===== config.mk =====
export PLATFORM = sky130hd
export DESIGN_NAME = systolic_mv_array_flat
export DESIGN_NICKNAME = d
export VERILOG_FILES = /design/src/rtl/systolic_mv_array_if.sv /design/src/rtl/systolic_mv_array.sv /design/src/flat_wrapper.sv
export SDC_FILE = /design/constraint.sdc
export NUM_CORES = 2
export LEC_CHECK = 0
export BUFFER_PORTS_ARGS = -buffer_cell sky130_fd_sc_hd__buf_2
export CAP_MARGIN = 20
export CORE_ASPECT_RATIO = 0.5
export CORE_MARGIN = 3
export CORE_UTILIZATION = 58
export DETAILED_ROUTE_END_ITERATION = 6
export PLACE_DENSITY = 0.75
export SLEW_MARGIN = 20
export SYNTH_ARGS = -nofsm -noshare
export SYNTH_HDL_FRONTEND = slang
export SYNTH_SLANG_ARGS = --single-unit

===== constraint.sdc =====
create_clock -name clk -period 9.36 [get_ports clk]
set_input_delay 1.404 -clock clk [delete_from_list [all_inputs] [get_ports clk]]
set_output_delay 1.404 -clock clk [all_outputs]
set_load 0.05 [all_outputs]

===== src/rtl/systolic_mv_array_if.sv =====
// Bus bundle for systolic_mv_array: weight-row handshake, activation-vector
// handshake, aligned result vector and status flags.
//   wt_valid/wt_ready/wt_in    : one weight row W[k][*] per handshake, lane j = W[k][j]
//   act_valid/act_ready/act_in : one activation vector per handshake, lane k = a[k]
//   out_valid/y_out            : one-cycle pulse per result, lane j = y[j]
//   busy, err_drop             : vectors in flight / sticky dropped-activation flag
// master = producer/consumer side (activation buffer, writeback), slave = array.
interface systolic_mv_array_if #(
  parameter int N      = 4,
  parameter int DATA_W = 8,
  parameter int ACC_W  = 18
);
  logic                         wt_valid;
  logic                         wt_ready;
  logic [N-1:0][DATA_W-1:0]     wt_in;
  logic                         act_valid;
  logic                         act_ready;
  logic [N-1:0][DATA_W-1:0]     act_in;
  logic                         out_valid;
  logic [N-1:0][ACC_W-1:0]      y_out;
  logic                         busy;
  logic                         err_drop;

  modport master (
    output wt_valid, wt_in, act_valid, act_in,
    input  wt_ready, act_ready, out_valid, y_out, busy, err_drop
  );

  modport slave (
    input  wt_valid, wt_in, act_valid, act_in,
    output wt_ready, act_ready, out_valid, y_out, busy, err_drop
  );
endinterface


===== src/rtl/systolic_mv_array.sv =====
// Weight-stationary N x N systolic matrix-vector engine: y[j] = sum_k a[k]*W[k][j].
// Ports:
//   clk   : rising-edge clock
//   rst_b : asynchronous active-low reset (clears weights, pipeline, FSM)
//   bus   : systolic_mv_array_if.slave (weight load, activation in, result out, status)
// PE[j][k] holds W[k][j]; activation lane k runs down column k, partial sum for
// output j runs across row j. Inputs are skewed and outputs deskewed internally
// so a vector accepted at edge t appears on y_out right after edge t+2N.

// Single MAC cell: registered partial sum, operands extended to ACC_W first so
// the product and sum both wrap modulo 2^ACC_W.
module systolic_mv_pe #(
  parameter int DATA_W = 8,
  parameter int ACC_W  = 18,
  parameter int SIGNED = 0
) (
  input  logic              clk,
  input  logic              rst_b,
  input  logic [DATA_W-1:0] a_i,
  input  logic [DATA_W-1:0] w_i,
  input  logic [ACC_W-1:0]  psum_i,
  output logic [ACC_W-1:0]  psum_o
);
  logic [ACC_W-1:0] a_ext, w_ext, psum_d, psum_q;

  assign a_ext  = {{(ACC_W-DATA_W){(SIGNED != 0) && a_i[DATA_W-1]}}, a_i};
  assign w_ext  = {{(ACC_W-DATA_W){(SIGNED != 0) && w_i[DATA_W-1]}}, w_i};
  assign psum_d = psum_i + a_ext * w_ext;

  always_ff @(posedge clk or negedge rst_b)
    if (!rst_b) psum_q <= '0;
    else        psum_q <= psum_d;

  assign psum_o = psum_q;
endmodule

module systolic_mv_array #(
  parameter int N      = 4,
  parameter int DATA_W = 8,
  parameter int ACC_W  = 18,   // must be >= 2*DATA_W
  parameter int SIGNED = 0
) (
  input  logic               clk,
  input  logic               rst_b,
  systolic_mv_array_if.slave bus
);
  localparam int STAGES = 2*N;
  localparam int RC_W   = (N > 1) ? $clog2(N) : 1;
  localparam int CNT_W  = $clog2(2*N+1);

  typedef enum logic [1:0] {NOWT, LOAD, READY} state_e;

  state_e                         state_q, state_d;
  logic [RC_W-1:0]                rc_q, rc_d, row;
  logic [CNT_W-1:0]               cnt_q, cnt_d;
  logic                           err_q, err_d;
  logic                           wt_hs, act_hs;
  logic [STAGES:0]                vld_pipe;
  logic [N-1:0][N-1:0][DATA_W-1:0] w_q;   // [k][j]
  logic [N-1:0][N-1:0][DATA_W-1:0] pe_a;  // [j][k]
  logic [N-1:0][N:0][ACC_W-1:0]    ps;    // [j][k], ps[j][0] = 0
  logic [N-1:0][ACC_W-1:0]         row_y, y_q;

  // Next state, handshakes. A weight handshake always wins over an activation.
  always_comb begin
    state_d       = state_q;
    rc_d          = rc_q;
    row           = '0;
    bus.wt_ready  = (state_q != READY) || (cnt_q == '0);
    wt_hs         = bus.wt_valid && bus.wt_ready;
    bus.act_ready = (state_q == READY) && !wt_hs;
    act_hs        = bus.act_valid && bus.act_ready;
    if (wt_hs) begin
      // A load starting from NOWT or READY always restarts at row 0.
      row = (state_q == LOAD) ? rc_q : '0;
      if (row == RC_W'(N-1)) begin
        state_d = READY;
        rc_d    = '0;
      end else begin
        state_d = LOAD;
        rc_d    = row + RC_W'(1);
      end
    end
  end

  always_comb begin
    cnt_d = cnt_q;
    if (act_hs && !vld_pipe[STAGES])      cnt_d = cnt_q + CNT_W'(1);
    else if (!act_hs && vld_pipe[STAGES]) cnt_d = cnt_q - CNT_W'(1);
    err_d = err_q || (bus.act_valid && !bus.act_ready);
  end

  always_ff @(posedge clk or negedge rst_b)
    if (!rst_b) begin
      state_q  <= NOWT;
      rc_q     <= '0;
      cnt_q    <= '0;
      err_q    <= 1'b0;
      vld_pipe <= '0;
      y_q      <= '0;
      w_q      <= '0;
    end else begin
      state_q  <= state_d;
      rc_q     <= rc_d;
      cnt_q    <= cnt_d;
      err_q    <= err_d;
      vld_pipe <= {vld_pipe[STAGES-1:0], act_hs};
      if (vld_pipe[STAGES-1]) y_q <= row_y;
      if (wt_hs) w_q[row] <= bus.wt_in;
    end

  assign bus.out_valid = vld_pipe[STAGES];
  assign bus.y_out     = y_q;
  assign bus.busy      = (cnt_q != '0);
  assign bus.err_drop  = err_q;

  // One delay chain per lane serves both the input skew (k stages) and the
  // column-to-column activation hop: PE[j][k] taps stage k+j.
  for (genvar k = 0; k < N; k++) begin : g_lane
    logic [k+N-1:0][DATA_W-1:0] sk_q;
    always_ff @(posedge clk or negedge rst_b)
      if (!rst_b) sk_q <= '0;
      else begin
        sk_q[0] <= act_hs ? bus.act_in[k] : '0;
        for (int s = 1; s < k+N; s++) sk_q[s] <= sk_q[s-1];
      end
    for (genvar j = 0; j < N; j++) begin : g_tap
      assign pe_a[j][k] = sk_q[k+j];
    end
  end

  for (genvar j = 0; j < N; j++) begin : g_row
    assign ps[j][0] = '0;
    for (genvar k = 0; k < N; k++) begin : g_col
      systolic_mv_pe #(.DATA_W(DATA_W), .ACC_W(ACC_W), .SIGNED(SIGNED)) u_pe (
        .clk    (clk),
        .rst_b  (rst_b),
        .a_i    (pe_a[j][k]),
        .w_i    (w_q[k][j]),
        .psum_i (ps[j][k]),
        .psum_o (ps[j][k+1])
      );
    end

    // Row j finishes j cycles after row 0; pad it so every lane lands together.
    localparam int D = N-1-j;
    if (D == 0) begin : g_nodsk
      assign row_y[j] = ps[j][N];
    end else begin : g_dsk
      logic [D-1:0][ACC_W-1:0] dk_q;
      always_ff @(posedge clk or negedge rst_b)
        if (!rst_b) dk_q <= '0;
        else begin
          dk_q[0] <= ps[j][N];
          for (int s = 1; s < D; s++) dk_q[s] <= dk_q[s-1];
        end
      assign row_y[j] = dk_q[D-1];
    end
  end
endmodule


===== src/flat_wrapper.sv =====
// flat-port wrapper written by rule: the top's interface ports become plain ports
module systolic_mv_array_flat 
#(
  parameter int N      = 4,
  parameter int DATA_W = 8,
  parameter int ACC_W  = 18,                         
  parameter int SIGNED = 0
)
  (clk, rst_b, bus_wt_valid, bus_wt_in, bus_act_valid, bus_act_in, bus_wt_ready, bus_act_ready, bus_out_valid, bus_y_out, bus_busy, bus_err_drop);
  systolic_mv_array_if #(.N(N), .DATA_W(DATA_W), .ACC_W(ACC_W)) bus_i ();
  input  logic clk;
  input  logic rst_b;
  input wire logic [$bits(bus_i.wt_valid)-1:0] bus_wt_valid;
  input wire logic [$bits(bus_i.wt_in)-1:0] bus_wt_in;
  input wire logic [$bits(bus_i.act_valid)-1:0] bus_act_valid;
  input wire logic [$bits(bus_i.act_in)-1:0] bus_act_in;
  output wire logic [$bits(bus_i.wt_ready)-1:0] bus_wt_ready;
  output wire logic [$bits(bus_i.act_ready)-1:0] bus_act_ready;
  output wire logic [$bits(bus_i.out_valid)-1:0] bus_out_valid;
  output wire logic [$bits(bus_i.y_out)-1:0] bus_y_out;
  output wire logic [$bits(bus_i.busy)-1:0] bus_busy;
  output wire logic [$bits(bus_i.err_drop)-1:0] bus_err_drop;
  assign bus_i.wt_valid = bus_wt_valid;
  assign bus_i.wt_in = bus_wt_in;
  assign bus_i.act_valid = bus_act_valid;
  assign bus_i.act_in = bus_act_in;
  assign bus_wt_ready = bus_i.wt_ready;
  assign bus_act_ready = bus_i.act_ready;
  assign bus_out_valid = bus_i.out_valid;
  assign bus_y_out = bus_i.y_out;
  assign bus_busy = bus_i.busy;
  assign bus_err_drop = bus_i.err_drop;
  systolic_mv_array #(.N(N), .DATA_W(DATA_W), .ACC_W(ACC_W), .SIGNED(SIGNED)) u_core (.clk(clk), .rst_b(rst_b), .bus(bus_i));
endmodule

==> run metrics <==
Synth async-reset ratio 100.0%; CTS tree yes; Fill cells 8431; number of I/O pins 145; Multi-input gate area 0.04048 mm²; H-tree lvl count 3; initial antenna violation count 3; core area 0.1082 mm²; Leak 0.03787 µW; kind of critical path reg -> reg; Synth Register Bits 778; Setup TNS 0 ns; Mapped Cells 6062; Top FF cell, synth dfrtp_1; endpoint type of the worst setup path flip-flop; DR vias 42620; Critical Path RT 9.92 ns; sequential element share of the synthesized area 30.64%; post-route ant nets 0; Design Power 10750 µW; total gr overflow 0; violation count after the first detailed-route iteration 2238; final net count 7669; CP Data Arrival Time 6.57 ns; Placer Congestion 0.8939; hpwl dp 107700 µm; Core Rows 85; Final Util 63.33%; Pre-antenna DRT Iters 5; Clock Skew 0.03484 ns; syn avg cell area 10.48 µm²; Worst Path Max Fanout 9; clock latency on the worst-skew pair 0.69 ns; CTS Hold Bufs 0; vias in the first global route 45840; Place WS 3.395 ns; clock tree root driver cell clkbuf_16; Post-Route WL 136200 µm; Final Hold Vio Count 0; post-cts gate resize count 0; Post-Syn Area 0.06354 mm²; DR vias/cell 5.510; most crowded layer after global routing met2; Finish-stage setup viols 0; die width 474.1 µm; Final min period 6.014 ns; Max-cap violations 0; first-pass GRT wire length 231400 µm; fin. max-slew vios 0; area grow syn2layout 7.799%; PortBufs 144; die area 0.1138 mm²; Peak VDD IR 0.0001219 V; final worst-path cycle share 64.25%; Post-CTS Setup Inserts 0; Fmax 0.1663 GHz; top cells by area, synth dfrtp_1 (31%), fa_1 (19%), ha_1 (15%), and2_1 (7.4%), inv_1 (5.4%); pwr dens 157.0 mW/mm²; clk sink count 778; Synth area leader dfrtp_1; Starting Density 58.75%; Num CTS Buffers 74; Residual DRC 0; clk buf depth 3; RSZ-0062 raised after global routing no; routed len/inst 17.62 µm; number of flops mapped to enable cells by yosys 0; CP Launch Type flip-flop; share of cells above drive strength 1 8.366%; worst setup margin 3.346 ns; Netlist cell types 77; Synthesized Nets 7491; met1 GRT Util 33.36%; Die H 240.1 µm; outcome completed; met3 Resource Use GR 3.726%; Yosys warnings 0; pin count of the biggest net entering global routing 174; Least-Margin Pin Slew 1.015 ns; # diodes 0; grt met2 use 43.06%; hold_ws 0.3353 ns; Seq. cell area 0.01947 mm²; Clk pin slew, worst setup/hold paths 0.07 ns; All-Layer GR Usage 25.14%; Hold Crit Class reg -> reg; Slew Limit Headroom 32.36%; post-synth top area share 30.64%
==> logic make-up after synthesis <==
family | Yosys count | share of synthesized area (%)
AOI/OAI and AO/OA | 732 | 7.559
xor gates and xnor gates | 342 | 4.714
adders and majority gates | 1361 | 33.76
buffers and inverters | 962 | 5.700
DFF | 778 | 30.64
muxes | 204 | 3.613
and+or+nand+nor | 1683 | 14.02
==> worst max-delay path, stage by stage (launching register included) <==
cell and delay, ns:
dfrtp_1 0.51, nand2_1 0.13, fa_1 0.52, fa_1 0.55, inv_1 0.05, fa_1 0.47, inv_1 0.05, fa_1 0.47
inv_1 0.05, ha_1 0.33, nand2_1 0.08, o21ai_0 0.15, o41a_1 0.38, a211o_1 0.31, xor2_1 0.15, ha_1 0.34
a21o_1 0.19, a21oi_1 0.27, a21boi_0 0.34, nor3b_1 0.09, a2111oi_0 0.37, nand3_1 0.12
==> sequential cells by signal (all words and copies together) (netlist names) <==
| register | cells |
|---|---|
| u_core.g_row.g_col.u_pe.psum_o | 276 |
| u_core.g_lane.sk_q | 176 |
| u_core.w_q | 128 |
| u_core.g_row.g_dsk.dk_q | 108 |
| u_core.bus.y_out | 72 |
| u_core.vld_pipe | 9 |
| u_core.cnt_q | 4 |
| u_core.rc_q | 2 |
| u_core.state_q | 2 |
| u_core.bus.err_drop | 1 |
==> cell usage in the layout (no fill, tap or decap), drive strengths merged, types with 12 or more instances in the layout <==
cell type,netlist,final
xnor2,243,243
a2111oi,12,12
nand2,422,422
o21bai,41,41
mux2,203,203
a211oi,22,22
nor2b,40,40
a31o,13,13
nand3,49,49
inv,907,918
a31oi,19,19
xor2,99,99
a21o,88,88
nand4,19,19
nor2,186,186
o211ai,19,19
o21a,64,64
o21ai,107,107
clkinv,0,16
nand2b,29,29
ha,772,772
dfrtp,778,778
and3,59,59
a21oi,261,261
or3,12,12
and2,752,752
nor3,71,71
fa,589,589
buf,9,157
clkbuf,46,100
==> final cells by class <==
| cell class | instances | share of cell area (%) |
|---|---|---|
| timing repair buffer | 157 | 1.311 |
| clock inverter | 35 | 0.5571 |
| inverter | 907 | 4.970 |
| multi-input combinational | 4322 | 59.09 |
| tap | 1435 | 2.621 |
| clock buffer | 100 | 3.021 |
| sequential | 778 | 28.43 |
==> cells in the mapped netlist, drive strengths merged, types with 19 or more instances <==
master    n
a211oi   22
a21o     88
a21oi   261
a31oi    19
and2    752
and3     59
clkbuf   46
dfrtp   778
fa      589
ha      772
inv     907
mux2    203
nand2   422
nand2b   29
nand3    49
nand4    19
nor2    186
nor2b    40
nor3     71
o211ai   19
o21a     64
o21ai   107
o21bai   41
xnor2   243
xor2     99
==> final timing paths <==
path                                                          from                                                 end  slack (ns)  cells past startpoint
setup / recovery               u_core.g_lane[3].sk_q[45]$_DFF_PN0_  u_core.g_row[2].g_col[3].u_pe.psum_o[16]$_DFF_PN0_        3.35                     21
hold / removal             u_core.g_row[0].g_dsk.dk_q[0]$_DFF_PN0_            u_core.g_row[0].g_dsk.dk_q[18]$_DFF_PN0_        0.34                      0
setup reg to reg               u_core.g_lane[3].sk_q[45]$_DFF_PN0_  u_core.g_row[2].g_col[3].u_pe.psum_o[16]$_DFF_PN0_        3.35                     21
hold reg to reg            u_core.g_row[0].g_dsk.dk_q[0]$_DFF_PN0_            u_core.g_row[0].g_dsk.dk_q[18]$_DFF_PN0_        0.34                      0
max in group asynchronous                                    rst_b            u_core.g_row[1].g_dsk.dk_q[28]$_DFF_PN0_        6.46                      3
min in group asynchronous                                    rst_b  u_core.g_row[3].g_col[0].u_pe.psum_o[15]$_DFF_PN0_        0.71                      1
==> stage by stage <==
stage | instance area (µm²) | std cells
2_1_floorplan | 63540 | 6062
3_3_place_gp | 66000 | 7597
3_5_place_dp | 66020 | 7598
4_1_cts | 68470 | 7733
5_1_grt | 68500 | 7734
6_report | 68500 | 7734
==> power breakdown <==
part | internal, µW | switching (µW) | total [µW]
sequential | 4090 | 1010 | 5100
clock | 1670 | 1420 | 3090
combinational | 1100 | 1460 | 2560
total | 6870 | 3890 | 10800
==> metal layers <==
layer	vias up	part of all wire, %
met4	0	3.1
met5	-	0
li1	20060	-
met1	21440	44
met3	248	4.2
met2	867	48
(Power assumes the default switching activity.)
